===== src/rtl/tx_frame_scheduler_if.sv =====
// Handshake bundle between the frame scheduler (master) and the memory streamer/transmitter
// side (slave).
interface tx_frame_scheduler_if;
  logic        data_req;
  logic        sync_now;
  logic        tx_done;
  logic        tx_start;
  logic        tx_sel;
  logic        data_ack;
  logic        tx_abort;
  logic        busy;
  logic [15:0] sync_count;

  modport master (
    input  data_req,
    input  sync_now,
    input  tx_done,
    output tx_start,
    output tx_sel,
    output data_ack,
    output tx_abort,
    output busy,
    output sync_count
  );

  modport slave (
    output data_req,
    output sync_now,
    output tx_done,
    input  tx_start,
    input  tx_sel,
    input  data_ack,
    input  tx_abort,
    input  busy,
    input  sync_count
  );
endinterface


===== src/rtl/tx_frame_scheduler.sv =====
// Schedules payload and resync frames with inter-frame gap and BUSY watchdog.
// Define TX_SCHED_SYNC_EN to build the resync timer, sync_now and sync_count.
module tx_frame_scheduler #(
  parameter int unsigned IFG_CYCLES       = 48,
  parameter int unsigned SYNC_PERIOD      = 1000000,
  parameter int unsigned MAX_FRAME_CYCLES = 100000
) (
  input logic                  clk,
  input logic                  rst,
  tx_frame_scheduler_if.master bus
);

  localparam int unsigned GapW = (IFG_CYCLES > 1) ? $clog2(IFG_CYCLES) : 1;
  localparam int unsigned WdW  = (MAX_FRAME_CYCLES > 1) ? $clog2(MAX_FRAME_CYCLES) : 1;
  localparam logic [GapW-1:0] GapLast = GapW'(IFG_CYCLES - 1);
  localparam logic [WdW-1:0]  WdLast  = WdW'(MAX_FRAME_CYCLES - 1);

  typedef enum logic [1:0] {StIdle, StBusy, StGap} state_e;

  state_e          state_q, state_d;
  logic [GapW-1:0] gap_q, gap_d;
  logic [WdW-1:0]  wd_q, wd_d;
  logic            tx_start_q, tx_start_d;
  logic            data_ack_q, data_ack_d;
  logic            abort_q, abort_d;
  logic            tx_sel_q, tx_sel_d;
  logic            busy_q, busy_d;
  logic            sync_req, grant_sync, grant_pay, done_ok;
  logic [15:0]     sync_count;

  // A same-cycle sync_now counts as pending so it beats a coincident data_req.
  assign grant_sync = (state_q == StIdle) & sync_req;
  assign grant_pay  = (state_q == StIdle) & ~sync_req & bus.data_req;
  assign done_ok    = bus.tx_done & ~tx_start_q & ~abort_q;

`ifdef TX_SCHED_SYNC_EN
  localparam int unsigned SyncW = (SYNC_PERIOD > 1) ? $clog2(SYNC_PERIOD) : 1;
  localparam logic [SyncW-1:0] SyncLast = SyncW'(SYNC_PERIOD - 1);

  logic [SyncW-1:0] sync_tmr_q, sync_tmr_d;
  logic             sync_pend_q, sync_pend_d, sync_wrap;
  logic [15:0]      sync_cnt_q, sync_cnt_d;

  assign sync_req = sync_pend_q | bus.sync_now;

  always_comb begin
    sync_wrap  = (sync_tmr_q == SyncLast);
    sync_tmr_d = sync_wrap ? '0 : sync_tmr_q + 1'b1;
    // sync_now only re-arms on a grant if the grant was serving an older pending request.
    sync_pend_d = sync_wrap | (sync_pend_q & ~grant_sync) |
                  (bus.sync_now & ~(grant_sync & ~sync_pend_q));
    sync_cnt_d  = grant_sync ? sync_cnt_q + 16'd1 : sync_cnt_q;
  end

  always_ff @(posedge clk) begin
    if (rst) begin
      sync_tmr_q  <= '0;
      sync_pend_q <= 1'b0;
      sync_cnt_q  <= '0;
    end else begin
      sync_tmr_q  <= sync_tmr_d;
      sync_pend_q <= sync_pend_d;
      sync_cnt_q  <= sync_cnt_d;
    end
  end

  assign sync_count = sync_cnt_q;
`else
  logic unused_sync;
  assign unused_sync = bus.sync_now | (SYNC_PERIOD == 0);
  assign sync_req    = 1'b0;
  assign sync_count  = '0;
`endif

  always_comb begin
    state_d    = state_q;
    gap_d      = gap_q;
    wd_d       = wd_q;
    tx_start_d = 1'b0;
    data_ack_d = 1'b0;
    abort_d    = 1'b0;
    tx_sel_d   = tx_sel_q;
    unique case (state_q)
      StIdle: begin
        if (grant_sync || grant_pay) begin
          state_d    = StBusy;
          tx_start_d = 1'b1;
          data_ack_d = grant_pay;
          tx_sel_d   = grant_sync;
          wd_d       = '0;
        end
      end
      StBusy: begin
        // The abort cycle itself is the last BUSY cycle of a timed-out frame.
        if (done_ok || abort_q) begin
          state_d = (IFG_CYCLES == 0) ? StIdle : StGap;
          gap_d   = '0;
        end else if (wd_q == WdLast) begin
          abort_d = 1'b1;
        end else begin
          wd_d = wd_q + 1'b1;
        end
      end
      StGap: begin
        if (gap_q == GapLast) begin
          state_d = StIdle;
        end else begin
          gap_d = gap_q + 1'b1;
        end
      end
      default: state_d = StIdle;
    endcase
    busy_d = (state_d != StIdle);
  end

  always_ff @(posedge clk) begin
    if (rst) begin
      state_q    <= StIdle;
      gap_q      <= '0;
      wd_q       <= '0;
      tx_start_q <= 1'b0;
      data_ack_q <= 1'b0;
      abort_q    <= 1'b0;
      tx_sel_q   <= 1'b0;
      busy_q     <= 1'b0;
    end else begin
      state_q    <= state_d;
      gap_q      <= gap_d;
      wd_q       <= wd_d;
      tx_start_q <= tx_start_d;
      data_ack_q <= data_ack_d;
      abort_q    <= abort_d;
      tx_sel_q   <= tx_sel_d;
      busy_q     <= busy_d;
    end
  end

  assign bus.tx_start   = tx_start_q;
  assign bus.data_ack   = data_ack_q;
  assign bus.tx_abort   = abort_q;
  assign bus.tx_sel     = tx_sel_q;
  assign bus.busy       = busy_q;
  assign bus.sync_count = sync_count;

endmodule


===== src/flat_wrapper.sv =====
// flat-port wrapper written by rule: the top's interface ports become plain ports
module tx_frame_scheduler_flat 
#(
  parameter int unsigned IFG_CYCLES       = 48,
  parameter int unsigned SYNC_PERIOD      = 1000000,
  parameter int unsigned MAX_FRAME_CYCLES = 100000
)
  (clk, rst, bus_data_req, bus_sync_now, bus_tx_done, bus_tx_start, bus_tx_sel, bus_data_ack, bus_tx_abort, bus_busy, bus_sync_count);
  tx_frame_scheduler_if bus_i ();
  input logic clk;
  input logic rst;
  input wire logic [$bits(bus_i.data_req)-1:0] bus_data_req;
  input wire logic [$bits(bus_i.sync_now)-1:0] bus_sync_now;
  input wire logic [$bits(bus_i.tx_done)-1:0] bus_tx_done;
  output wire logic [$bits(bus_i.tx_start)-1:0] bus_tx_start;
  output wire logic [$bits(bus_i.tx_sel)-1:0] bus_tx_sel;
  output wire logic [$bits(bus_i.data_ack)-1:0] bus_data_ack;
  output wire logic [$bits(bus_i.tx_abort)-1:0] bus_tx_abort;
  output wire logic [$bits(bus_i.busy)-1:0] bus_busy;
  output wire logic [$bits(bus_i.sync_count)-1:0] bus_sync_count;
  assign bus_i.data_req = bus_data_req;
  assign bus_i.sync_now = bus_sync_now;
  assign bus_i.tx_done = bus_tx_done;
  assign bus_tx_start = bus_i.tx_start;
  assign bus_tx_sel = bus_i.tx_sel;
  assign bus_data_ack = bus_i.data_ack;
  assign bus_tx_abort = bus_i.tx_abort;
  assign bus_busy = bus_i.busy;
  assign bus_sync_count = bus_i.sync_count;
  tx_frame_scheduler #(.IFG_CYCLES(IFG_CYCLES), .SYNC_PERIOD(SYNC_PERIOD), .MAX_FRAME_CYCLES(MAX_FRAME_CYCLES)) u_core (.clk(clk), .rst(rst), .bus(bus_i));
endmodule

===== config.mk =====
export PLATFORM = sky130hd
export DESIGN_NAME = tx_frame_scheduler_flat
export DESIGN_NICKNAME = d
export VERILOG_FILES = /design/src/rtl/tx_frame_scheduler_if.sv /design/src/rtl/tx_frame_scheduler.sv /design/src/flat_wrapper.sv
export SDC_FILE = /design/constraint.sdc
export NUM_CORES = 1
export LEC_CHECK = 0
export CAP_MARGIN = 20
export CELL_PAD_IN_SITES_DETAIL_PLACEMENT = 0
export CELL_PAD_IN_SITES_GLOBAL_PLACEMENT = 1
export CORE_MARGIN = 2
export CORE_UTILIZATION = 40
export CTS_CLUSTER_SIZE = 30
export DETAILED_ROUTE_END_ITERATION = 12
export GPL_ROUTABILITY_DRIVEN = 0
export GPL_TIMING_DRIVEN = 0
export HOLD_SLACK_MARGIN = 0.15
export PLACE_DENSITY = 0.81
export REMOVE_ABC_BUFFERS = 1
export SLEW_MARGIN = 20
export SYNTH_ARGS = -nofsm -noshare
export SYNTH_HDL_FRONTEND = slang
export SYNTH_SLANG_ARGS = --single-unit

===== constraint.sdc =====
create_clock -name clk -period 2.72 [get_ports clk]
set_clock_uncertainty 0.1 [all_clocks]
set_input_delay 0.68 -clock clk [delete_from_list [all_inputs] [get_ports clk]]
set_output_delay 0.68 -clock clk [all_outputs]
set_load 0.05 [all_outputs]

==> impl_metrics.ini, run 1 <==
[power]
p_leak_uw = 0.000655
power_density_nw_per_um2 = 487
ir_worst_vdd_v = 0.000285

[routing]
drt_wl_total_um = 3600
drt_iter0_drc = 79
drc = 0
vias_per_cell = 5.66
drt-pass1-iter-count = 4
wl_per_cell_um = 13.6
vias = 1494
antenna_left = 0

[run]
drv_cap = 0

[sta]
finalSetupTns_ns = 0
setup_viol = 0
tightest_slew_ns = 0.599
max_freq_mhz = 411
finalHoldViolCount = 0
grt_setup_unrepaired = no
slew_headroom = 0.600
maxSlewViolCount = 0
fin_crit_ns = 2.43
fin_crit_sh = 0.894
layout_setup_ws_ns = 0.287

[floorplanning]
die_y_um = 70.3
start_util = 0.410
ios = 26
rows = 24
dieWidth_um = 70.3
coreArea_um2 = 4290
dieArea_um2 = 4940

[global_route]
grt_max_degree = 33
grt_pass1_vias = 1337
overflow = 0
globalRouteTotalUtil = 0.152
grt_pass1_wl_um = 6070
antenna_found_initial = 0

[clock_tree]
clockBufferDepth = 2
cts_setup_buffers = 0
htreeDepth = 1
cts_root_buffer = clkbuf_8
clock-sinks = 28
cts_buffers = 3
cts.hold.buffers_added = 0
cts_tree = done
clkTransAtPathRegs_ns = 0.10
worstSkewPairLatency_ns = 0.28

[worst_setup_path]
end_kind = flip-flop
crit_type = flip-flop to flip-flop
cpMaxStageDelayCell = ha_2
path_delay_family = compound AO/OA/AOI/OAI gates
crit_buf_inv = 2
path_max_fanout = 19
r2r_setup_slack_ns = 0.29
crit_cells = 7
cp_common_cell = inv_1
crit_path_start = u_core.state_q[1]$_SDFF_PP0_
critPathMaxStageDelay_ns = 0.43
crit_arrival_ns = 2.48
worst_ep_required_time_ns = 2.77
worstPathCellList = inv_1 -> ha_2 -> inv_1 -> o21ai_1 -> o211ai_2 -> a22oi_1 -> a21oi_1
startpoint_type = flip-flop
r2r_cells = 7
r2r-start = u_core.state_q[1]$_SDFF_PP0_

[cells_and_area]
n_antenna_cell = 0
syn_to_final_growth_pct = 4.69
fillers = 434
final_layout_size_suffix_gt1_frac = 0.0991
nets = 224

[synth]
synth_top_area_share = 0.319
synthTopCellsByArea = dfxtp_1 32%, buf_4 7.7%, a21oi_1 5.1%, ha_1 4.3%, o21ai_0 4.3%
synth_area_um2 = 1760
yosysUniqueCellTypes = 52
synth_cells = 210
postSynthAreaPerCell_um2 = 8.38
ys_ff_latch = 28
yosysWarningCount = 0
ys_seq_area_frac = 0.319
yosysTopAreaCell = dfxtp_1

[placed_design]
port-buffer-count = 7
dpl.hpwl_um = 2500
place_ws_ns = -0.184

[min_path]
holdCritPathClass = flip-flop to flip-flop
hold_depth = 2
worstHoldStart = u_core.gap_q[5]$_SDFFE_PP0P_

[outcome]
outcome = complete, no violations
==> cell families (layout without fill, tap and decap cells) <==
kind of cell	Yosys count	after routing	share of synthesized area
buffers and inverters	32	18	0.109
flip-flops	28	28	0.319
AO/OA/AOI/OAI	57	57	0.207
adder cells (fa/ha/maj)	6	6	0.0427
multiplexers	3	3	0.0171
AND/OR/NAND/NOR	83	83	0.304
other	1	17	0.00213
==> power breakdown <==
part / internal (uW) / switching (uW) / total, uW / leakage (uW)
sequential: 417 / 5.25 / 423 / 0.000226
combinational: 50.3 / 158 / 208 / 0.000400
clock: 130 / 137 / 267 / 0.0000288
total: 598 / 300 / 898 / 0.000655
==> metal layers <==
metal / GRT usage / vias to the layer above / routed length [um]
met5: 0 / - / 0
met4: 0.0577 / 0 / 49
met3: 0.0260 / 5 / 139
met2: 0.254 / 31 / 1660
met1: 0.194 / 710 / 1750
li1: - / 748 / -
==> layout by cell type (no fill, tap or decap), drive strengths merged, types with 4 or more instances in the layout <==
cell / count
ha: 6
dfxtp: 28
nor2: 13
nand3: 9
or3: 4
o21ai: 15
nand2: 13
conb: 17
nor3: 6
clkbuf: 4
or4: 6
nor4: 4
and3: 4
a21oi: 18
clkdlybuf4s50: 6
and4: 4
inv: 7
==> worst reg2reg max path, cell delays in order (launching register included) <==
cell      delay [ns]
dfxtp_1         0.35
inv_1           0.10
ha_2            0.43
inv_1           0.22
o21ai_1         0.38
o211ai_2        0.36
a22oi_1         0.28
a21oi_1         0.08
==> final timing paths <==
kind / endpoint
min: u_core.gap_q[5]$_SDFFE_PP0P_
max: u_core.wd_q[16]$_SDFFE_PP0P_
max reg2reg: u_core.wd_q[16]$_SDFFE_PP0P_
min reg2reg: u_core.gap_q[5]$_SDFFE_PP0P_
==> repair_timing <==
item,4_1_cts,5_1_grt
setup endpoints to repair,12,11
endpoints found under the hold margin,0,0
gates cloned,0,0
gates resized for setup,1,1
==> final cells by class <==
class	instances	area, um2	share of cell area
clock buffers	4	55.1	0.0299
inverters	7	26.3	0.0143
multi-input cells	166	1070	0.581
flip-flops and latches	28	561	0.304
well taps	52	65.1	0.0353
repair buffers	7	65.1	0.0353
==> synthesized netlist by cell type (all sizes together) <==
| library cell | number |
|---|---|
| dfxtp | 28 |
| buf | 21 |
| a21oi | 18 |
| o21ai | 15 |
| nand2 | 13 |
| nor2 | 13 |
| nand3 | 9 |
| inv | 7 |
| ha | 6 |
| nor3 | 6 |
| or4 | 6 |
| and3 | 4 |
| and4 | 4 |
| clkbuf | 4 |
| nor4 | 4 |
| or3 | 4 |
| a22oi | 3 |
| and2 | 3 |
| mux2i | 3 |
| nand2b | 3 |
| nand4 | 3 |
| a211oi | 2 |
| a31oi | 2 |
| a41oi | 2 |
| and4bb | 2 |
| nand3b | 2 |
| nor2b | 2 |
| o211a | 2 |
| o211ai | 2 |
| o21a | 2 |
| o31a | 2 |
| o31ai | 2 |
| or2 | 2 |
| a2111oi | 1 |
| a211o | 1 |
| a221oi | 1 |
| a311oi | 1 |
| and4b | 1 |
| conb | 1 |
| nor4b | 1 |
| o41ai | 1 |
| or2b | 1 |
==> sequential cells by signal, indices dropped and copies added (netlist names) <==
name                 flops
u_core.bus.busy          1
u_core.wd_q             17
u_core.bus.data_ack      1
u_core.bus.tx_abort      1
u_core.gap_q             6
u_core.state_q           2
==> through the flow <==
| stage | instances | area, um2 | hold slack (ns) | utilization | total power (uW) |
|---|---|---|---|---|---|
| 2_1_floorplan | 201 | 1650 | 0.357 | - | 590 |
| 3_3_place_gp | 260 | 1790 | 0.381 | 0.417 | 638 |
| 3_5_place_dp | 260 | 1790 | 0.391 | 0.417 | 639 |
| 4_1_cts | 264 | 1850 | 0.409 | 0.430 | 905 |
| 5_1_grt | 264 | 1840 | 0.445 | 0.429 | 946 |
| 6_report | 264 | 1840 | 0.408 | 0.429 | 898 |
Note: power is estimated with default switching activity, not from simulation.
==> run 2, diff against run 1 <==
- CORE_UTILIZATION: 40 -> 42
- CTS_BUF_LIST: not set -> sky130_fd_sc_hd__clkbuf_8
- PLACE_DENSITY: 0.81 -> 0.84
==> run 2 against run 1 <==
Against the previous run:
- non-clock buffer count rose by 2
- via count fell by 0.80%
- clock-buffer cell count fell by 1
- cell count did not move
- largest power group unchanged
- highest routed layer unchanged
==> impl_metrics.ini, run 2 (synthesis results as in run 1) <==
[clock_tree]
clkTransAtPathRegs_ns = 0.10
cts_tree = done
clockBufferDepth = 2
worstSkewPairLatency_ns = 0.28
cts_buffers = 3
cts.hold.buffers_added = 0
cts_setup_buffers = 0
clock-sinks = 28
cts_root_buffer = clkbuf_8
htreeDepth = 1

[global_route]
antenna_found_initial = 0
overflow = 0
grt_max_degree = 20
globalRouteTotalUtil = 0.165
grt_pass1_wl_um = 5930
grt_pass1_vias = 1291

[floorplanning]
dieArea_um2 = 4720
rows = 23
start_util = 0.437
dieWidth_um = 68.7
die_y_um = 68.7
ios = 26
coreArea_um2 = 4030

[worst_setup_path]
worstPathCellList = inv_1 -> ha_2 -> inv_1 -> o21ai_1 -> o211ai_2 -> a22oi_1 -> a21oi_1
path_delay_family = compound AO/OA/AOI/OAI gates
path_max_fanout = 19
crit_type = flip-flop to flip-flop
end_kind = flip-flop
r2r_setup_slack_ns = 0.34
r2r_cells = 7
cp_common_cell = inv_1
crit_arrival_ns = 2.44
worst_ep_required_time_ns = 2.79
cpMaxStageDelayCell = ha_2
crit_buf_inv = 2
startpoint_type = flip-flop
critPathMaxStageDelay_ns = 0.43
crit_cells = 7

[cells_and_area]
largest-register = u_core.wd_q
n_antenna_cell = 0
syn_to_final_growth_pct = 7.04
final_cell_mix = 28 x dfxtp_1, 18 x a21oi_1, 17 x conb_1
final_area_um2 = 1880
postLayoutCoreUtil = 0.467
layout_commonest_cell = dfxtp_1
largest_register_ffs = 17
final_layout_size_suffix_gt1_frac = 0.103
nets = 226
top_regs = u_core.wd_q (17), u_core.gap_q (6), u_core.state_q (2)

[power]
p_int_uw = 668
power.share.clock = 0.343
ir_worst_vdd_v = 0.000337
p_comb_frac = 0.218
power_density_nw_per_um2 = 512
seqPwrFrac = 0.438
swShare = 0.307
p_sw_uw = 295
p_leak_uw = 0.000674
finalPower_uw = 964

[routing]
drt-met1-wl_um = 1670
drc = 0
drt_iter0_drc = 106
top_layer_used = met4
route.met2.wl_um = 1700
route.met3.wl_um = 120
antenna_left = 0
wl_per_cell_um = 13.3
drt-pass1-iter-count = 4
vias_per_cell = 5.61
drt_wl_total_um = 3520
vias = 1482

[placed_design]
dpl.hpwl_um = 2600
post_dp_cell_area_um2 = 1810
port-buffer-count = 7

[sta]
fin_crit_sh = 0.873
max_freq_mhz = 421
setup_viol = 0
finalHoldViolCount = 0
slew_headroom = 0.653
finalSetupTns_ns = 0
maxSlewViolCount = 0
tightest_slew_ns = 0.515
grt_setup_unrepaired = no
fin_crit_ns = 2.38

[min_path]
hold_depth = 2
holdCritPathClass = flip-flop to flip-flop

[outcome]
outcome = complete, no violations

[run]
drv_cap = 0
==> run 2: cell types whose count changed in the layout (fill, tap and decap cells not counted), sizes merged <==
| cell | previous run | this run |
|---|---|---|
| clkbuf | 4 | 3 |
| clkdlybuf4s50 | 6 | 7 |
| bufinv | 0 | 1 |
| buf | 1 | 2 |
==> run 2: worst min-delay path: stages (launching register included) <==
cell,delay (ns)
dfxtp_1,0.34
o21ai_0,0.07
a21oi_1,0.06
==> run 2: power groups by stage <==
stage,logic (uW),clock network (uW),registers [uW]
2_1_floorplan,141,0,449
3_3_place_gp,206,0,432
3_5_place_dp,208,0,432
4_1_cts,210,343,423
5_1_grt,229,357,423
6_report,210,331,423
==> run 2: layout make-up <==
type / instances / area (um2)
clock inverter: 1 / 30.0
sequential: 28 / 561
inverter: 7 / 26.3
multi-input combinational: 166 / 1070
clock buffer: 3 / 41.3
fill: 387 / 2150
timing repair buffer: 9 / 92.6
tap: 50 / 62.6
==> run 2: stage by stage <==
| step | instances | setup slack, ns | hold WS [ns] |
|---|---|---|---|
| final | 264 | 0.345 | 0.413 |
| after global routing | 264 | 0.112 | 0.436 |
| after CTS | 264 | 0.159 | 0.408 |
| after detailed placement | 260 | -0.0953 | 0.391 |
| after global placement | 258 | -0.178 | 0.387 |
| after floorplan | 201 | 0.310 | 0.357 |
==> run 2: final timing paths <==
kind                                start                           end
min          u_core.gap_q[5]$_SDFFE_PP0P_  u_core.gap_q[5]$_SDFFE_PP0P_
min reg2reg  u_core.gap_q[5]$_SDFFE_PP0P_  u_core.gap_q[5]$_SDFFE_PP0P_
max          u_core.state_q[1]$_SDFF_PP0_  u_core.wd_q[16]$_SDFFE_PP0P_
max reg2reg  u_core.state_q[1]$_SDFF_PP0_  u_core.wd_q[16]$_SDFFE_PP0P_
==> run 2: repair_timing <==
item                       4_1_cts  5_1_grt
pin swaps                        0        0
gates resized for setup          1        1
setup endpoints to repair       11        6
==> run 2: routing by layer <==
metal | vias up | GRT usage
met5 | - | 0
met4 | 0 | 0.0319
met3 | 2 | 0.0390
met2 | 28 | 0.282
met1 | 696 | 0.213
li1 | 756 | -
==> run 3, diff against run 2 <==
- CAP_MARGIN: 20 -> not set
- HOLD_SLACK_MARGIN: 0.15 -> 0.02
- TNS_END_PERCENT: not set -> 1
==> run 3 against run 2 <==
Against the previous run:
- clock power barely moved
- critical path depth did not move
- sequential power is essentially flat
- setup slack better by 0.017 ns
- cell count shrank 0.76%
- highest routed layer unchanged
- via count down 2.6%
- largest cell class unchanged
- wire length fell by 1.3%
==> impl_metrics.ini, run 3 (synthesis results as in run 1) <==
[clock_tree]
clkTransAtPathRegs_ns = 0.10
cts_buffers = 3
worstSkewPairLatency_ns = 0.28
cts_root_buffer = clkbuf_8
clockBufferDepth = 2
cts.hold.buffers_added = 0
clock-sinks = 28
htreeDepth = 1
cts_tree = done

[global_route]
met2_usage = 0.273
grt_max_degree = 33
use_met3 = 0.0390
top_usage_layer = met2
grt_pass1_vias = 1257
use_met1 = 0.207
grt_pass1_wl_um = 5750
globalRouteTotalUtil = 0.161
antenna_found_initial = 0
overflow = 0

[floorplanning]
coreArea_um2 = 4030
dieArea_um2 = 4720
die_y_um = 68.7
ios = 26
rows = 23
dieWidth_um = 68.7
start_util = 0.437

[worst_setup_path]
startpoint_type = flip-flop
crit_type = flip-flop to flip-flop
end_kind = flip-flop
worst_ep_required_time_ns = 2.76
crit_arrival_ns = 2.40
path_max_fanout = 19

[sta]
max_freq_mhz = 424
slew_headroom = 0.621
grt_setup_unrepaired = no
setup_viol = 0
fin_crit_sh = 0.867
tightest_slew_ns = 0.568
maxSlewViolCount = 0
fin_crit_ns = 2.36
layout_setup_ws_ns = 0.362
finalHoldViolCount = 0

[min_path]
holdCritPathClass = flip-flop to flip-flop

[cells_and_area]
final_cell_mix = 28 x dfxtp_1, 18 x a21oi_1, 17 x conb_1
nets = 224
fillers = 413
final_layout_size_suffix_gt1_frac = 0.0991
postLayoutCoreUtil = 0.461
fin_cells = 262
layout_commonest_cell = dfxtp_1
largest-register = u_core.wd_q
top_regs = u_core.wd_q (17), u_core.gap_q (6), u_core.state_q (2)
final_area_um2 = 1860
syn_to_final_growth_pct = 5.48
largest_register_ffs = 17
n_antenna_cell = 0

[routing]
drt-pass1-iter-count = 4
vias_per_cell = 5.51
drc = 0
wl_per_cell_um = 13.3
antenna_left = 0
drt_wl_total_um = 3480
drt_iter0_drc = 90
vias = 1443

[placed_design]
port-buffer-count = 7
dpl.hpwl_um = 2480
post_dp_cell_area_um2 = 1790
dp_cells = 258
place_ws_ns = -0.160

[outcome]
outcome = complete, no violations

[run]
drv_cap = 0

[power]
ir_worst_vdd_v = 0.000381
finalPower_uw = 958
power_density_nw_per_um2 = 516
p_leak_uw = 0.000662
-- run 3: what timing repair did --
item	in CTS	in global routing
setup endpoints to repair	12	10
cloned	0	0
buffers inserted	0	0
gates resized for setup	1	1
hold endpoints to repair	0	0
-- run 3: cell type report --
class / instances / area (um2) / area share
well taps: 50 / 62.6 / 0.0337
clock buffers: 3 / 41.3 / 0.0223
clock inverters: 1 / 30.0 / 0.0162
multi-input cells: 166 / 1070 / 0.577
inverters: 7 / 26.3 / 0.0142
repair buffers: 7 / 65.1 / 0.0351
flip-flops and latches: 28 / 561 / 0.302
-- run 3: path summary, 6_finish.rpt --
| path | slack (ns) | depth (start not counted) | startpoint | end |
|---|---|---|---|---|
| max | 0.36 | 7 | u_core.state_q[1]$_SDFF_PP0_ | u_core.wd_q[16]$_SDFFE_PP0P_ |
| min | 0.41 | 2 | u_core.gap_q[5]$_SDFFE_PP0P_ | u_core.gap_q[5]$_SDFFE_PP0P_ |
| max reg2reg | 0.36 | 7 | u_core.state_q[1]$_SDFF_PP0_ | u_core.wd_q[16]$_SDFFE_PP0P_ |
| min reg2reg | 0.41 | 2 | u_core.gap_q[5]$_SDFFE_PP0P_ | u_core.gap_q[5]$_SDFFE_PP0P_ |
-- run 3: critical path: stages (launching register included) --
cell      delay, ns
dfxtp_1        0.35
inv_1          0.10
ha_2           0.43
inv_1          0.22
o21ai_1        0.37
o211ai_2       0.31
a22oi_1        0.26
a21oi_1        0.08
-- run 3: metal layers --
metal | vias to the layer above | wire [um] | share of wire
li1 | 751 | - | -
met1 | 663 | 1710 | 0.49
met2 | 25 | 1620 | 0.47
met3 | 4 | 123 | 0.035
met4 | 0 | 25 | 0.0072
met5 | - | 0 | 0
-- run 3: power by group --
part           switching (uW)  internal (uW)  leakage [uW]
clock network             133            197     0.0000357
registers                5.27            417      0.000226
logic                     155           50.3      0.000400
total                     293            665      0.000662
-- run 3: metrics by stage --
stage | hold WS (ns) | TNS [ns]
2_1_floorplan | 0.357 | 0
3_3_place_gp | 0.387 | -1.65
3_5_place_dp | 0.398 | -1.34
4_1_cts | 0.413 | 0
5_1_grt | 0.455 | 0
6_report | 0.406 | 0
